$ cat src/rtl/pio_instr_encoder_if.sv
// Decoded-field tuple stream into the PIO instruction encoder (valid/ready handshake).
interface pio_instr_encoder_if;
  logic       in_valid;
  logic       in_ready;
  logic [2:0] in_op;
  logic [2:0] in_op1;
  logic [4:0] in_op2;
  logic [4:0] in_delay;
  logic [4:0] in_side_set;
  logic       in_side_en;

  modport master (
    output in_valid, in_op, in_op1, in_op2, in_delay, in_side_set, in_side_en,
    input  in_ready
  );

  modport slave (
    input  in_valid, in_op, in_op1, in_op2, in_delay, in_side_set, in_side_en,
    output in_ready
  );
endinterface

$ cat src/rtl/pio_instr_encoder.sv
// Packs decoded PIO fields into 16-bit instruction words and streams them into
// the instruction memory write port over a base/length load session.
module pio_instr_encoder #(
  parameter int unsigned MEM_DEPTH = 32,
  parameter int unsigned ADDR_W    = 5
) (
  input  logic                clk,
  input  logic                reset_n,
  input  logic [2:0]          sideset_bits,
  input  logic                sideset_enable_bit,
  input  logic                start,
  input  logic [ADDR_W-1:0]   base_addr,
  input  logic [ADDR_W:0]     length,
  pio_instr_encoder_if.slave  in_if,
  output logic                mem_we,
  output logic [ADDR_W-1:0]   mem_addr,
  output logic [15:0]         mem_wdata,
  output logic                busy,
  output logic                done,
  output logic                err_overflow,
  output logic                err_config,
  output logic [ADDR_W-1:0]   err_index
);

  localparam int unsigned LEN_W = ADDR_W + 1;

  typedef enum logic [1:0] {
    S_IDLE = 2'd0,
    S_LOAD = 2'd1,
    S_DONE = 2'd2
  } state_e;

  state_e             state_q, state_d;
  logic [ADDR_W-1:0]  base_q, base_d;
  logic [ADDR_W-1:0]  idx_q, idx_d;
  logic [LEN_W-1:0]   rem_q, rem_d;
  logic [2:0]         cfg_bits_q, cfg_bits_d;
  logic               cfg_en_q, cfg_en_d;
  logic               in_ready_q, in_ready_d;
  logic               mem_we_q, mem_we_d;
  logic [ADDR_W-1:0]  mem_addr_q, mem_addr_d;
  logic [15:0]        mem_wdata_q, mem_wdata_d;
  logic               busy_q, busy_d;
  logic               done_q, done_d;
  logic               err_ovf_q, err_ovf_d;
  logic               err_cfg_q, err_cfg_d;
  logic [ADDR_W-1:0]  err_idx_q, err_idx_d;

  // Field encoding against the configuration latched at session start.
  logic [2:0]  delay_bits_c;
  logic [2:0]  sv_w_c;
  logic [4:0]  delay_mask_c;
  logic [4:0]  sv_mask_c;
  logic [4:0]  side_m_c;
  logic [4:0]  field_c;
  logic        ovf_c;
  logic [15:0] word_c;

  always_comb begin
    delay_bits_c = 3'(3'd5 - cfg_bits_q);
    sv_w_c       = 3'(cfg_bits_q - 3'(cfg_en_q));
    delay_mask_c = 5'(5'h1f >> cfg_bits_q);
    sv_mask_c    = 5'((6'd1 << sv_w_c) - 6'd1);
    side_m_c     = in_if.in_side_set & sv_mask_c;
    field_c      = (cfg_en_q ? {in_if.in_side_en, 4'b0000} : 5'b00000)
                 | 5'(side_m_c << delay_bits_c)
                 | (in_if.in_delay & delay_mask_c);
    ovf_c        = (|(in_if.in_delay & ~delay_mask_c)) | (|(in_if.in_side_set & ~sv_mask_c));
    word_c       = {in_if.in_op, field_c, in_if.in_op1, in_if.in_op2};
  end

  logic cfg_legal_c;
  logic len_legal_c;
  logic accept_c;

  assign cfg_legal_c = (sideset_bits <= 3'd5) && !(sideset_enable_bit && (sideset_bits == 3'd0));
  assign len_legal_c = (length != '0) && (length <= LEN_W'(MEM_DEPTH));
  assign accept_c    = in_if.in_valid && in_ready_q;

  always_comb begin
    state_d     = state_q;
    base_d      = base_q;
    idx_d       = idx_q;
    rem_d       = rem_q;
    cfg_bits_d  = cfg_bits_q;
    cfg_en_d    = cfg_en_q;
    in_ready_d  = 1'b0;
    mem_we_d    = 1'b0;
    mem_addr_d  = mem_addr_q;
    mem_wdata_d = mem_wdata_q;
    busy_d      = 1'b0;
    done_d      = 1'b0;
    err_ovf_d   = err_ovf_q;
    err_cfg_d   = err_cfg_q;
    err_idx_d   = err_idx_q;

    unique case (state_q)
      S_IDLE: begin
        if (start) begin
          if (cfg_legal_c && len_legal_c) begin
            state_d    = S_LOAD;
            base_d     = base_addr;
            idx_d      = '0;
            rem_d      = length;
            cfg_bits_d = sideset_bits;
            cfg_en_d   = sideset_enable_bit;
            err_ovf_d  = 1'b0;
            err_cfg_d  = 1'b0;
            err_idx_d  = '0;
            busy_d     = 1'b1;
            in_ready_d = 1'b1;
          end else begin
            err_cfg_d = 1'b1;
          end
        end
      end

      S_LOAD: begin
        busy_d = 1'b1;
        if (accept_c) begin
          mem_we_d    = 1'b1;
          mem_addr_d  = ADDR_W'(base_q + idx_q);
          mem_wdata_d = word_c;
          idx_d       = ADDR_W'(idx_q + ADDR_W'(1));
          rem_d       = LEN_W'(rem_q - LEN_W'(1));
          if (ovf_c) begin
            err_ovf_d = 1'b1;
            if (!err_ovf_q) err_idx_d = idx_q;
          end
        end
        in_ready_d = (rem_d != '0);
        // Remaining hits zero while the last write is on the port; finish next.
        if (rem_q == '0) begin
          state_d    = S_DONE;
          busy_d     = 1'b0;
          done_d     = 1'b1;
          in_ready_d = 1'b0;
        end
      end

      S_DONE: begin
        state_d = S_IDLE;
      end

      default: begin
        state_d = S_IDLE;
      end
    endcase
  end

  always_ff @(posedge clk or negedge reset_n) begin
    if (!reset_n) begin
      state_q     <= S_IDLE;
      base_q      <= '0;
      idx_q       <= '0;
      rem_q       <= '0;
      cfg_bits_q  <= '0;
      cfg_en_q    <= 1'b0;
      in_ready_q  <= 1'b0;
      mem_we_q    <= 1'b0;
      mem_addr_q  <= '0;
      mem_wdata_q <= '0;
      busy_q      <= 1'b0;
      done_q      <= 1'b0;
      err_ovf_q   <= 1'b0;
      err_cfg_q   <= 1'b0;
      err_idx_q   <= '0;
    end else begin
      state_q     <= state_d;
      base_q      <= base_d;
      idx_q       <= idx_d;
      rem_q       <= rem_d;
      cfg_bits_q  <= cfg_bits_d;
      cfg_en_q    <= cfg_en_d;
      in_ready_q  <= in_ready_d;
      mem_we_q    <= mem_we_d;
      mem_addr_q  <= mem_addr_d;
      mem_wdata_q <= mem_wdata_d;
      busy_q      <= busy_d;
      done_q      <= done_d;
      err_ovf_q   <= err_ovf_d;
      err_cfg_q   <= err_cfg_d;
      err_idx_q   <= err_idx_d;
    end
  end

  assign in_if.in_ready = in_ready_q;
  assign mem_we         = mem_we_q;
  assign mem_addr       = mem_addr_q;
  assign mem_wdata      = mem_wdata_q;
  assign busy           = busy_q;
  assign done           = done_q;
  assign err_overflow   = err_ovf_q;
  assign err_config     = err_cfg_q;
  assign err_index      = err_idx_q;

endmodule

$ cat src/flat_wrapper.sv
// flat-port wrapper written by rule: the top's interface ports become plain ports
module pio_instr_encoder_flat 
#(
  parameter int unsigned MEM_DEPTH = 32,
  parameter int unsigned ADDR_W    = 5
)
  (clk, reset_n, sideset_bits, sideset_enable_bit, start, base_addr, length, mem_we, mem_addr, mem_wdata, busy, done, err_overflow, err_config, err_index, in_if_in_valid, in_if_in_op, in_if_in_op1, in_if_in_op2, in_if_in_delay, in_if_in_side_set, in_if_in_side_en, in_if_in_ready);
  pio_instr_encoder_if in_if_i ();
  input  logic clk;
  input  logic reset_n;
  input  logic [2:0] sideset_bits;
  input  logic sideset_enable_bit;
  input  logic start;
  input  logic [ADDR_W-1:0] base_addr;
  input  logic [ADDR_W:0] length;
  output logic mem_we;
  output logic [ADDR_W-1:0] mem_addr;
  output logic [15:0] mem_wdata;
  output logic busy;
  output logic done;
  output logic err_overflow;
  output logic err_config;
  output logic [ADDR_W-1:0] err_index;
  input wire logic [$bits(in_if_i.in_valid)-1:0] in_if_in_valid;
  input wire logic [$bits(in_if_i.in_op)-1:0] in_if_in_op;
  input wire logic [$bits(in_if_i.in_op1)-1:0] in_if_in_op1;
  input wire logic [$bits(in_if_i.in_op2)-1:0] in_if_in_op2;
  input wire logic [$bits(in_if_i.in_delay)-1:0] in_if_in_delay;
  input wire logic [$bits(in_if_i.in_side_set)-1:0] in_if_in_side_set;
  input wire logic [$bits(in_if_i.in_side_en)-1:0] in_if_in_side_en;
  output wire logic [$bits(in_if_i.in_ready)-1:0] in_if_in_ready;
  assign in_if_i.in_valid = in_if_in_valid;
  assign in_if_i.in_op = in_if_in_op;
  assign in_if_i.in_op1 = in_if_in_op1;
  assign in_if_i.in_op2 = in_if_in_op2;
  assign in_if_i.in_delay = in_if_in_delay;
  assign in_if_i.in_side_set = in_if_in_side_set;
  assign in_if_i.in_side_en = in_if_in_side_en;
  assign in_if_in_ready = in_if_i.in_ready;
  pio_instr_encoder #(.MEM_DEPTH(MEM_DEPTH), .ADDR_W(ADDR_W)) u_core (.clk(clk), .reset_n(reset_n), .sideset_bits(sideset_bits), .sideset_enable_bit(sideset_enable_bit), .start(start), .base_addr(base_addr), .length(length), .in_if(in_if_i), .mem_we(mem_we), .mem_addr(mem_addr), .mem_wdata(mem_wdata), .busy(busy), .done(done), .err_overflow(err_overflow), .err_config(err_config), .err_index(err_index));
endmodule
$ cat config.mk
export PLATFORM = sky130hd
export DESIGN_NAME = pio_instr_encoder_flat
export DESIGN_NICKNAME = d
export VERILOG_FILES = /design/src/rtl/pio_instr_encoder_if.sv /design/src/rtl/pio_instr_encoder.sv /design/src/flat_wrapper.sv
export SDC_FILE = /design/constraint.sdc
export NUM_CORES = 1
export LEC_CHECK = 0
export ABC_CLOCK_PERIOD_IN_PS = 3450
export BUFFER_PORTS_ARGS = -buffer_cell sky130_fd_sc_hd__buf_2
export CORE_MARGIN = 2
export CORE_UTILIZATION = 48
export DETAILED_ROUTE_END_ITERATION = 8
export PLACE_DENSITY = 0.82
export SLEW_MARGIN = 10
export SYNTH_ARGS = -nofsm -noshare
export SYNTH_HDL_FRONTEND = slang
export SYNTH_SLANG_ARGS = --single-unit
$ cat constraint.sdc
create_clock -name clk -period 3.45 [get_ports clk]
set_clock_uncertainty 0.2 [all_clocks]
set_input_delay 0 -clock clk [delete_from_list [all_inputs] [get_ports clk]]
set_output_delay 0 -clock clk [all_outputs]
set_load 0.05 [all_outputs]
# [Word-level counts from Yosys, hierarchy flattened]
# Cells that the tools add are included.
[totals] regBits=54 out_inout_bits=32
[op_classes] add_sub_neg=6 n_lt_le_gt_ge=2 n_eq_ne=7 shift=3 n_mux=34 n_bitwise=9 n_reduce_logical=22
[ops] cell="two-way mux 5 bit" n=7
[ops] cell="two-way mux 6 bit" n=4
[ops] cell="AND 5 bit" n=4
[ops] cell="case mux 5 bit (2 select lines)" n=2
[ops] cell="two-way mux 1 bit" n=13
[ops] cell="case mux 6 bit (2 select lines)" n=1
[ops] cell="nonzero test 6 bit" n=2
[ops] cell="NOT 5 bit" n=2
[ops] cell="OR 5 bit" n=2
[ops] cell="OR reduction 5 bit" n=2
[ops] cell="AND reduction 3 bit" n=3
[ops] cell="inequality test 2 x 1 -> 1 bit, second input constant" n=4
[ops] cell="less-or-equal comparator 6 bit, second input constant" n=1
[ops] cell="zero test 6 bit" n=1
[ops] cell="two-way mux 2 bit" n=3
[ops] cell="case mux 1 bit (2 select lines)" n=3
[ops] cell="AND reduction 6 bit" n=1
[ops] cell="subtractor 6 x 1 -> 6 bit, second input constant" n=1
[ops] cell="adder 5 x 1 -> 5 bit, second input constant" n=1
[ops] cell="adder 5 bit" n=1
[ops] cell="logical AND 1 bit" n=5
[ops] cell="AND reduction 5 bit" n=1
[ops] cell="<< shifter 1 x 3 -> 5 bit, first input constant" n=1
[ops] cell="<< shifter 5 x 3 -> 5 bit" n=1
[ops] cell="other kinds (15)" n=17

# [Longest topological paths before layout]
# Gate-level depths: netlist of run 1.
[logic_depth] word_depth=10 ltp_mapped=13 mapped_depth_nobuf=11

# [Worst setup path after synthesis of run 1]
# Ideal clock, no wire load.
[synth_timing] path_kind="reg2reg" startpoint="register u_core.cfg_bits_q[1]" endpoint="register u_core.err_idx_q[0], in the netlist u_core.err_index[0]" setup_ns=0.122 arrival_time_ns=2.920 required_ns=3.128 setup_slack_ns=0.208 stages_incl_launch_ff=14 n_path_buf=4 period_less_slack_ns=3.242 path_cell_list="dfrtp_1 clkbuf_1 inv_1 ha_1 clkbuf_1 nand3_1 ha_1 clkbuf_1 nor4b_1 mux2_2 a211oi_1 or3_1 clkbuf_1 a32o_1"
[synth_between] elab_chain_cells=9 word_cells_on_any_way=13 cone_classes="add/sub: 2; eq/ne: 1; shift: 2; bitwise: 5; reduce/logical: 3"
[synth_rtl] element="start, declared" line="pio_instr_encoder.sv:37" source="logic [2:0] cfg_bits_q, cfg_bits_d;"
[synth_rtl] element="start signal, assigned" line="pio_instr_encoder.sv:173" source="cfg_bits_q <= cfg_bits_d;"
[synth_rtl] element="subtractor 3 x 1 -> 3 bit" line="pio_instr_encoder.sv:61" source="sv_w_c = 3'(cfg_bits_q - 3'(cfg_en_q));"
[synth_rtl] element="<< shifter 1 x 3 -> 5 bit" line="pio_instr_encoder.sv:63" source="sv_mask_c = 5'((6'd1 << sv_w_c) - 6'd1);"
[synth_rtl] element="subtractor 5 x 1 -> 5 bit" line="pio_instr_encoder.sv:63"
[synth_rtl] element="NOT 5 bit" line="pio_instr_encoder.sv:68" source="ovf_c = (|(in_if.in_delay & ~delay_mask_c)) | (|(in_if.in_side_set & ~sv_mask_c));"
[synth_rtl] element="AND 5 bit" line="pio_instr_encoder.sv:68"
[synth_rtl] element="OR reduction 5 bit" line="pio_instr_encoder.sv:68"
[synth_rtl] element="OR 1 bit *" line="pio_instr_encoder.sv:68"
[synth_rtl] element="inequality test 2 x 1 -> 1 bit (no line) *"
[synth_rtl] element="AND reduction 6 bit (no line) *"
[synth_rtl] element="end signal, assigned" line="pio_instr_encoder.sv:183" source="err_idx_q <= err_idx_d;"
[synth_rtl] element="end, declared" line="pio_instr_encoder.sv:47" source="logic [ADDR_W-1:0] err_idx_q, err_idx_d;"
# Every way passes the cells marked *; elsewhere a longest branch is shown, timed or not.
# A chain may end at the register's enable or synchronous reset.

# [Worst setup path in the final report of run 1]
[layout_timing] startpoint="register u_core.cfg_bits_q[0]" endpoint="register u_core.mem_wdata_q[12], in the netlist u_core.mem_wdata[12]"
[layout_between] elab_chain_cells=7 word_cells_on_any_way=10 cone_classes="add/sub: 3; shift: 3; bitwise: 4"
[layout_rtl] element="subtractor 3 x 1 -> 3 bit" line="pio_instr_encoder.sv:61"
[layout_rtl] element="<< shifter 1 x 3 -> 5 bit" line="pio_instr_encoder.sv:63"
[layout_rtl] element="subtractor 5 x 1 -> 5 bit" line="pio_instr_encoder.sv:63"
[layout_rtl] element="AND 5 bit" line="pio_instr_encoder.sv:64" source="side_m_c = in_if.in_side_set & sv_mask_c;"
[layout_rtl] element="<< shifter 5 x 3 -> 5 bit" line="pio_instr_encoder.sv:66" source="| 5'(side_m_c << delay_bits_c)"
[layout_rtl] element="OR 5 bit" line="pio_instr_encoder.sv:66"
[layout_rtl] element="OR 5 bit *" line="pio_instr_encoder.sv:67" source="| (in_if.in_delay & delay_mask_c);"
[layout_rtl] element="end signal, assigned" line="pio_instr_encoder.sv:178" source="mem_wdata_q <= mem_wdata_d;"
[layout_rtl] element="end, declared" line="pio_instr_encoder.sv:42" source="logic [15:0] mem_wdata_q, mem_wdata_d;"
# Marked as above.

==> metrics, run 1 <==
Cell Count, Final, Fillers Out 498; asr flop ratio synth 1.00; count of boundary I/O pins 73; number of setup violations in the final report 0; top flip-flop cell by instance count after synthesis dfrtp_1; EDFF count, synth 0; Num CTS Buffers 5; global-route wire length before repair 12,500 um; Detail Route Antenna Nets 0; critical path capture point type register; HPWL after detailed placement 5130 um; number of failing hold endpoints at the final stage 0; Final Total Pwr 3.21 mW; maximum number of pins on one net before global-route repair 34; TritonCTS clock tree done; # port buffers 72; number of remaining DRC errors 0; total global-route track usage 0.219; Final Max Tran Viols 0; synthesized area 2990 um2; row cnt 28; time the final worst path needs with I/O delays and setup 3.22 ns; Cells after Synth 315; GR Overflow Total 0; most area-hungry cell type in the Yosys netlist dfrtp_1; placed cells 453; period utilisation layout 0.934; clock transition at the registers of the reported paths 0.10 ns; die extent in x 82.9 um; number of antenna cells inserted 0; total die area 6870 um2; fmax 0.310 GHz; depth of the worst register-to-register path 11; via count 2,775; crit start category register; vertical die dimension 82.9 um; wirelength, routed 7460 um; power density of the placed cells 826 nW/um2; complex-gate fraction of the synthesized area 0.171; Least-Margin Pin Slew 0.855 ns; fraction of synthesized area in multiplexers 0.0582; share of synthesized area occupied by flip-flops and latches 0.452; Vias per Instance 5.57; number of nets in the layout 475; Clk Tree Root Cell clkbuf_8; static leakage power 1.87 nW; via count of the first global-routing pass 2,783; mean cell area of the mapped netlist 9.49 um2; maximum level of the CTS H-tree 2; Max transition margin 0.422; area growth from synthesis to final layout 30.1%; final core occ 0.653; number of warnings reported in the yosys synthesis log 0; drt wl/cell 15.0 um; Max VDD drop 0.500 mV; core region area 5960 um2; Initial DRC Count 271; Crit path arrival time 3.20 ns; sum of negative setup slack 0 ns; worst min path class primary input to async pin; largest cells by area after synthesis dfrtp_1 45%, nand2_1 7.5%, ha_1 4.6%, mux2_2 4.1%, o21ai_0 2.5%; worst skew pair latency 0.31 ns; xor/xnor cell area share of the yosys netlist 0.0264; count of clock tree sinks 54; arithmetic-cell share of the synthesized area counting full adders, half adders and majority gates 0.0528; area fraction of the dominant cell type after synthesis 0.452; starting density of the core 0.502; simple-gate share of the synthesized area 0.194; largest family of logic cells by synthesized area simple AND/OR/NAND/NOR gates; number of library cell types mapped by synthesis 58; Syn Nets 368; worst-case clock buffer depth 2; Post-CTS Setup Bufs 0; gp weighted congestion 0.899; number of antenna violations at the first check in global routing 0; outcome complete, no violations; CP required 3.43 ns; top fanout value on the critical path 9; register bit total from synthesis 54; share of layout cells above drive strength 1 0.251; first-pass iteration count of the detailed router 4; max-cap violations 0; critical path start-end classification register to register
[layout by cell type, fill, tap and decap left out, types with 2 or more instances in the layout]
cell type,instances
buf_2,72
nand2_1,60
dfrtp_1,54
dlygate4sd3_1,37
inv_1,16
nor2_1,15
o21ai_0,15
a21oi_1,12
mux2_2,11
ha_1,11
nand3_1,8
nor3_1,7
and3_1,6
xor2_1,6
a32o_1,6
nor2b_1,5
o22ai_1,5
a31oi_1,5
clkbuf_8,5
buf_4,5
nand2b_1,3
or3_1,3
nand4_1,3
nor4b_1,2
nor4bb_1,2
a22oi_1,2
o311ai_0,2
a21o_1,2
a211oi_1,2
a22o_1,2
o32ai_1,2
mux2_4,2
o221a_2,2
mux2i_1,2
xnor2_1,2
[state kept, by name, indices dropped and copies added, names as in the netlist]
name / count
u_core.in_if.in_ready: 1
u_core.cfg_bits_q: 3
u_core.err_index: 5
u_core.mem_wdata: 16
u_core.base_q: 5
u_core.err_config: 1
u_core.state_q: 2
u_core.done: 1
u_core.mem_we: 1
u_core.idx_q: 5
u_core.err_overflow: 1
u_core.busy: 1
u_core.rem_q: 6
u_core.mem_addr: 5
u_core.cfg_en_q: 1
[cells by family after synthesis]
group / Yosys count
XOR/XNOR: 9
multiplexers: 15
flip-flops: 54
AND/OR/NAND/NOR: 122
AO/OA/AOI/OAI: 72
buffers and inverters: 31
adder cells (fa/ha/maj): 12
[worst max-delay path, cell delays in order (launching register included)]
cell,delay (ns)
dfrtp_1,0.35
inv_1,0.09
ha_1,0.19
ha_1,0.27
xnor2_2,0.25
nand3_1,0.16
ha_1,0.32
mux2_2,0.29
a32o_1,0.20
a31oi_1,0.15
dlygate4sd3_1,0.56
o22ai_1,0.07
[final cells by class]
cell class | count | area (um2)
Multi-Input combinational cell | 230 | 1520
Fill cell | 511 | 2070
Timing Repair Buffer | 114 | 768
Inverter | 17 | 63.8
Tap cell | 75 | 93.8
Clock inverter | 3 | 21.3
Clock buffer | 5 | 68.8
Sequential cell | 54 | 1350
[routing by layer]
layer	track usage	up-vias	routed length, um
met5	0	-	0
met4	0.0924	0	147
met3	0.0417	12	505
met2	0.356	111	3560
met1	0.286	1306	3240
li1	-	1346	-
[cells in the mapped netlist, types with 2 or more instances]
master	instances
a211oi_1	2
a21o_1	2
a21oi_1	12
a22o_1	2
a22oi_1	2
a31oi_1	5
a32o_1	6
and3_1	6
buf_1	2
clkbuf_1	10
dfrtp_1	54
ha_1	11
inv_1	16
mux2_2	11
mux2_4	2
mux2i_1	2
nand2_1	60
nand2b_1	3
nand3_1	8
nand4_1	3
nor2_1	15
nor2b_1	5
nor3_1	7
nor4b_1	2
nor4bb_1	2
o21ai_0	15
o221a_2	2
o22ai_1	5
o311ai_0	2
o31ai_1	2
o32ai_1	2
or3_1	4
xnor2_1	3
xor2_1	6
[path summary, 6_finish.rpt]
check	start	endpoint	slack [ns]
worst max-delay path	u_core.cfg_bits_q[0]$_DFFE_PN0P_	u_core.mem_wdata[12]$_DFFE_PN0P_	0.23
worst min-delay path	reset_n	u_core.rem_q[2]$_DFFE_PN0P_	0.07
worst max register to register	u_core.cfg_bits_q[0]$_DFFE_PN0P_	u_core.mem_wdata[12]$_DFFE_PN0P_	0.23
worst min register to register	u_core.mem_wdata[4]$_DFFE_PN0P_	u_core.mem_wdata[4]$_DFFE_PN0P_	0.28
max in group asynchronous	reset_n	u_core.err_index[1]$_DFFE_PN0P_	2.18
min in group clk	in_if_in_valid	u_core.rem_q[5]$_DFFE_PN0P_	0.10
[power by group]
group,total [mW],switching (mW),internal (mW)
Combinational,1.81,1.15,0.656
Clock,0.356,0.213,0.143
Sequential,1.04,0.191,0.854
Total,3.21,1.56,1.65
[repair_timing]
item	CTS	global route
gates resized for setup	0	3
hold buffers	37	0
hold endpoints to repair	63	0
endpoints found under the setup margin	0	8
[through the flow]
stage	cell area [um2]	hold WS, ns	setup slack, ns
6_report	3890	0.0699	0.227
5_1_grt	3890	0.0927	-0.0176
4_1_cts	3870	0.0788	0.172
3_5_place_dp	3410	-0.0980	0.209
3_3_place_gp	3410	-0.111	0.317
2_1_floorplan	2990	-0.496	0.208
(Power assumes the default switching activity.)
==> inputs of run 2 (changes only) <==
--- a/config.mk
+++ b/config.mk
@@ -5,12 +5,13 @@
 export SDC_FILE = /design/constraint.sdc
 export NUM_CORES = 1
 export LEC_CHECK = 0
-export ABC_CLOCK_PERIOD_IN_PS = 3450
+export ABC_CLOCK_PERIOD_IN_PS = 3970
 export BUFFER_PORTS_ARGS = -buffer_cell sky130_fd_sc_hd__buf_2
 export CORE_MARGIN = 2
-export CORE_UTILIZATION = 48
+export CORE_UTILIZATION = 50
 export DETAILED_ROUTE_END_ITERATION = 8
-export PLACE_DENSITY = 0.82
+export PLACE_DENSITY = 0.81
+export SETUP_SLACK_MARGIN = 0.1
 export SLEW_MARGIN = 10
 export SYNTH_ARGS = -nofsm -noshare
 export SYNTH_HDL_FRONTEND = slang
==> constraint.sdc (replaced) <==
create_clock -name clk -period 3.97 [get_ports clk]
set_clock_uncertainty 0.2 [all_clocks]
set_input_delay 0 -clock clk [delete_from_list [all_inputs] [get_ports clk]]
set_output_delay 0 -clock clk [all_outputs]
set_load 0.05 [all_outputs]
==> run 2 against run 1 <==
  * Fmax shrank 11%
  * Sequential power decreased by 11%
  * Clock power down 17%
  * Non-clock buffer count decreased by 4
  * Die area is 3.8% lower
==> metrics, run 2 (synthesis results as in run 1) <==
outcome complete, no violations; final core occ 0.654 (+0.00146); via count 2,730 (-1.6%); GRT met1 Usage 0.307 (+0.0205); Clk Tree Root Cell clkbuf_8; family with the most delay on the worst path adder cells; area growth from synthesis to final layout 28.1%; met3 Resource Use GR 0.0333 (-0.00842); total die area 6610 um2 (-3.8%); gp weighted congestion 0.894 (-0.49%); layer with the highest usage after global routing met2; Max VDD drop 0.383 mV (-23%); leading cell type in the layout, fill and taps excluded buf_2; total global-route track usage 0.229 (+0.0107); worst skew pair latency 0.30 ns (about the same); number of cells traversed by the worst hold path 4; wirelength, routed 7430 um (-0.36%); Max transition margin 0.425 (+0.00287); number of failing hold endpoints at the final stage 0 (unchanged); max-cap violations 0 (unchanged); row cnt 28 (unchanged); Post-CTS Setup Bufs 0 (unchanged); Vias per Instance 5.54 (-0.62%); fmax 0.276 GHz (-11%); count of boundary I/O pins 73 (unchanged); number of antenna violations at the first check in global routing 0 (unchanged); HPWL after detailed placement 5120 um (-0.16%); met2 layer usage reported by global route 0.388 (+0.0314); die extent in x 81.3 um (-1.9%); number of setup violations in the final report 0 (unchanged); number of remaining DRC errors 0 (unchanged); number of nets in the layout 471 (-0.84%); number of fill cells 493 (-3.5%); crit start category register; Endpoint, Worst Hold u_core.rem_q[5]$_DFFE_PN0P_; Detail Route Antenna Nets 0 (unchanged); global-route wire length before repair 11,700 um (-6.0%); Initial DRC Count 222 (-18%); critical path start-end classification register to register; sum of negative setup slack 0 ns (unchanged); time the final worst path needs with I/O delays and setup 3.63 ns (+0.404 ns); TritonCTS clock tree done; critical path capture point type register; Least-Margin Pin Slew 0.851 ns (-0.00425 ns); vertical die dimension 81.3 um (-1.9%); first-pass iteration count of the detailed router 4 (unchanged); Final Max Tran Viols 0 (unchanged); core region area 5850 um2 (-1.8%); maximum number of pins on one net before global-route repair 55 (+62%); period utilisation layout 0.914 (-0.0205); clock transition at the registers of the reported paths 0.10 ns (about the same); worst-case clock buffer depth 2 (unchanged); worst min path class primary input to register; minimum setup slack among reg-to-reg paths 0.34 ns (+0.12 ns); share of layout cells above drive strength 1 0.239 (-0.0114); GR Overflow Total 0 (unchanged); starting density of the core 0.511 (+0.00901); Crit path arrival time 3.62 ns (+0.42 ns); # port buffers 72 (unchanged); via count of the first global-routing pass 2,555 (-8.2%); count of clock tree sinks 54 (unchanged); most numerous cell on the critical path ha_1; buffers plus inverters on the worst setup path 2 (unchanged); depth of the worst register-to-register path 12 (+1); maximum level of the CTS H-tree 2 (unchanged); top fanout value on the critical path 13 (+4); peak per-stage delay on the critical path 0.58 ns (+0.02 ns); power density of the placed cells 719 nW/um2 (-13%); worst reg2reg path endpoint u_core.mem_wdata[12]$_DFFE_PN0P_; critical hold path startpoint in_if_in_valid; CP required 3.96 ns (+0.53 ns); drt wl/cell 15.1 um (+0.65%); R2R Path Start u_core.cfg_bits_q[0]$_DFFE_PN0P_; Slowest-stage cell, CP dlygate4sd3_1; static leakage power 1.85 nW (-1.2%); Num CTS Buffers 5 (unchanged); ordered cell list for the critical path inv_1 -> ha_1 -> ha_1 -> xnor2_1 -> nand3_1 -> ha_1 -> nor2b_1 -> and2_1 -> and3_1 -> a2111oi_0 -> o22ai_1 -> dlygate4sd3_1; unrepaired setup endpoints after global routing false; most used cells in the layout excluding fill and tap cells 72 x buf_2, 60 x nand2_1, 53 x dfrtp_1; number of antenna cells inserted 0 (unchanged); number of flip-flops under the largest register name 16 (unchanged)
run 2: changes by cell type in the layout (fill, tap and decap cells not counted), sizes merged:
cell / previous run / this run
buf: 77 / 74
clkinvlp: 1 / 0
dlygate4sd3: 37 / 36
run 2: report_power, final:
part,internal [mW],total [mW],switching (mW)
Clock,0.119,0.294,0.175
Combinational,0.552,1.53,0.981
Sequential,0.742,0.923,0.180
run 2: final cells by class:
type / instances / area (um2) / area share
sequential: 54 / 1350 / 0.353
tap: 75 / 93.8 / 0.0245
clock inverter: 2 / 10.0 / 0.00262
timing repair buffer: 110 / 736 / 0.192
clock buffer: 5 / 68.8 / 0.0180
inverter: 17 / 63.8 / 0.0167
multi-input combinational: 230 / 1500 / 0.392
run 2: how the worst max path moves through the flow:
| stage | cells after the start | end | startpoint | slack (ns) |
|---|---|---|---|---|
| 2_1_floorplan | 13 | u_core.err_index[0]$_DFFE_PN0P_ | u_core.cfg_bits_q[1]$_DFFE_PN0P_ | 0.73 |
| 3_3_place_gp | 11 | u_core.err_index[4]$_DFFE_PN0P_ | u_core.cfg_bits_q[0]$_DFFE_PN0P_ | 0.54 |
| 3_5_place_dp | 11 | u_core.err_index[2]$_DFFE_PN0P_ | u_core.cfg_bits_q[0]$_DFFE_PN0P_ | 0.42 |
| 4_1_cts | 12 | u_core.mem_wdata[12]$_DFFE_PN0P_ | u_core.cfg_bits_q[0]$_DFFE_PN0P_ | 0.27 |
| 5_1_grt | 12 | u_core.mem_wdata[12]$_DFFE_PN0P_ | u_core.cfg_bits_q[0]$_DFFE_PN0P_ | 0.11 |
| 6_report | 12 | u_core.mem_wdata[12]$_DFFE_PN0P_ | u_core.cfg_bits_q[0]$_DFFE_PN0P_ | 0.34 |
run 2: worst min-delay path, stage by stage:
cell and delay (ns):
buf_2 0.12, nor4bb_1 0.18, nand4_1 0.11, o211a_1 0.15
run 2: metrics by stage:
step / hold WS (ns) / power [mW] / worst slack (ns) / instance area (um2) / instances
floorplan: -0.496 / 2.05 / 0.728 / 2990 / 315
global placement: -0.0333 / 2.35 / 0.543 / 3390 / 450
detailed placement: -0.0358 / 2.40 / 0.418 / 3390 / 450
CTS: 0.0776 / 2.75 / 0.266 / 3820 / 493
global route: 0.121 / 2.93 / 0.111 / 3830 / 493
finish: 0.0971 / 2.75 / 0.343 / 3830 / 493
run 2: repair_timing:
action                     CTS  global route
hold endpoints to repair    86             0
resized for setup            0             1
hold buffers                36             0
setup endpoints to repair    0             3
run 2: routing by layer:
metal | vias up | part of all wire
met5 | - | 0
met4 | 0 | 0.012
met3 | 8 | 0.054
met2 | 86 | 0.49
met1 | 1303 | 0.45
li1 | 1333 | -
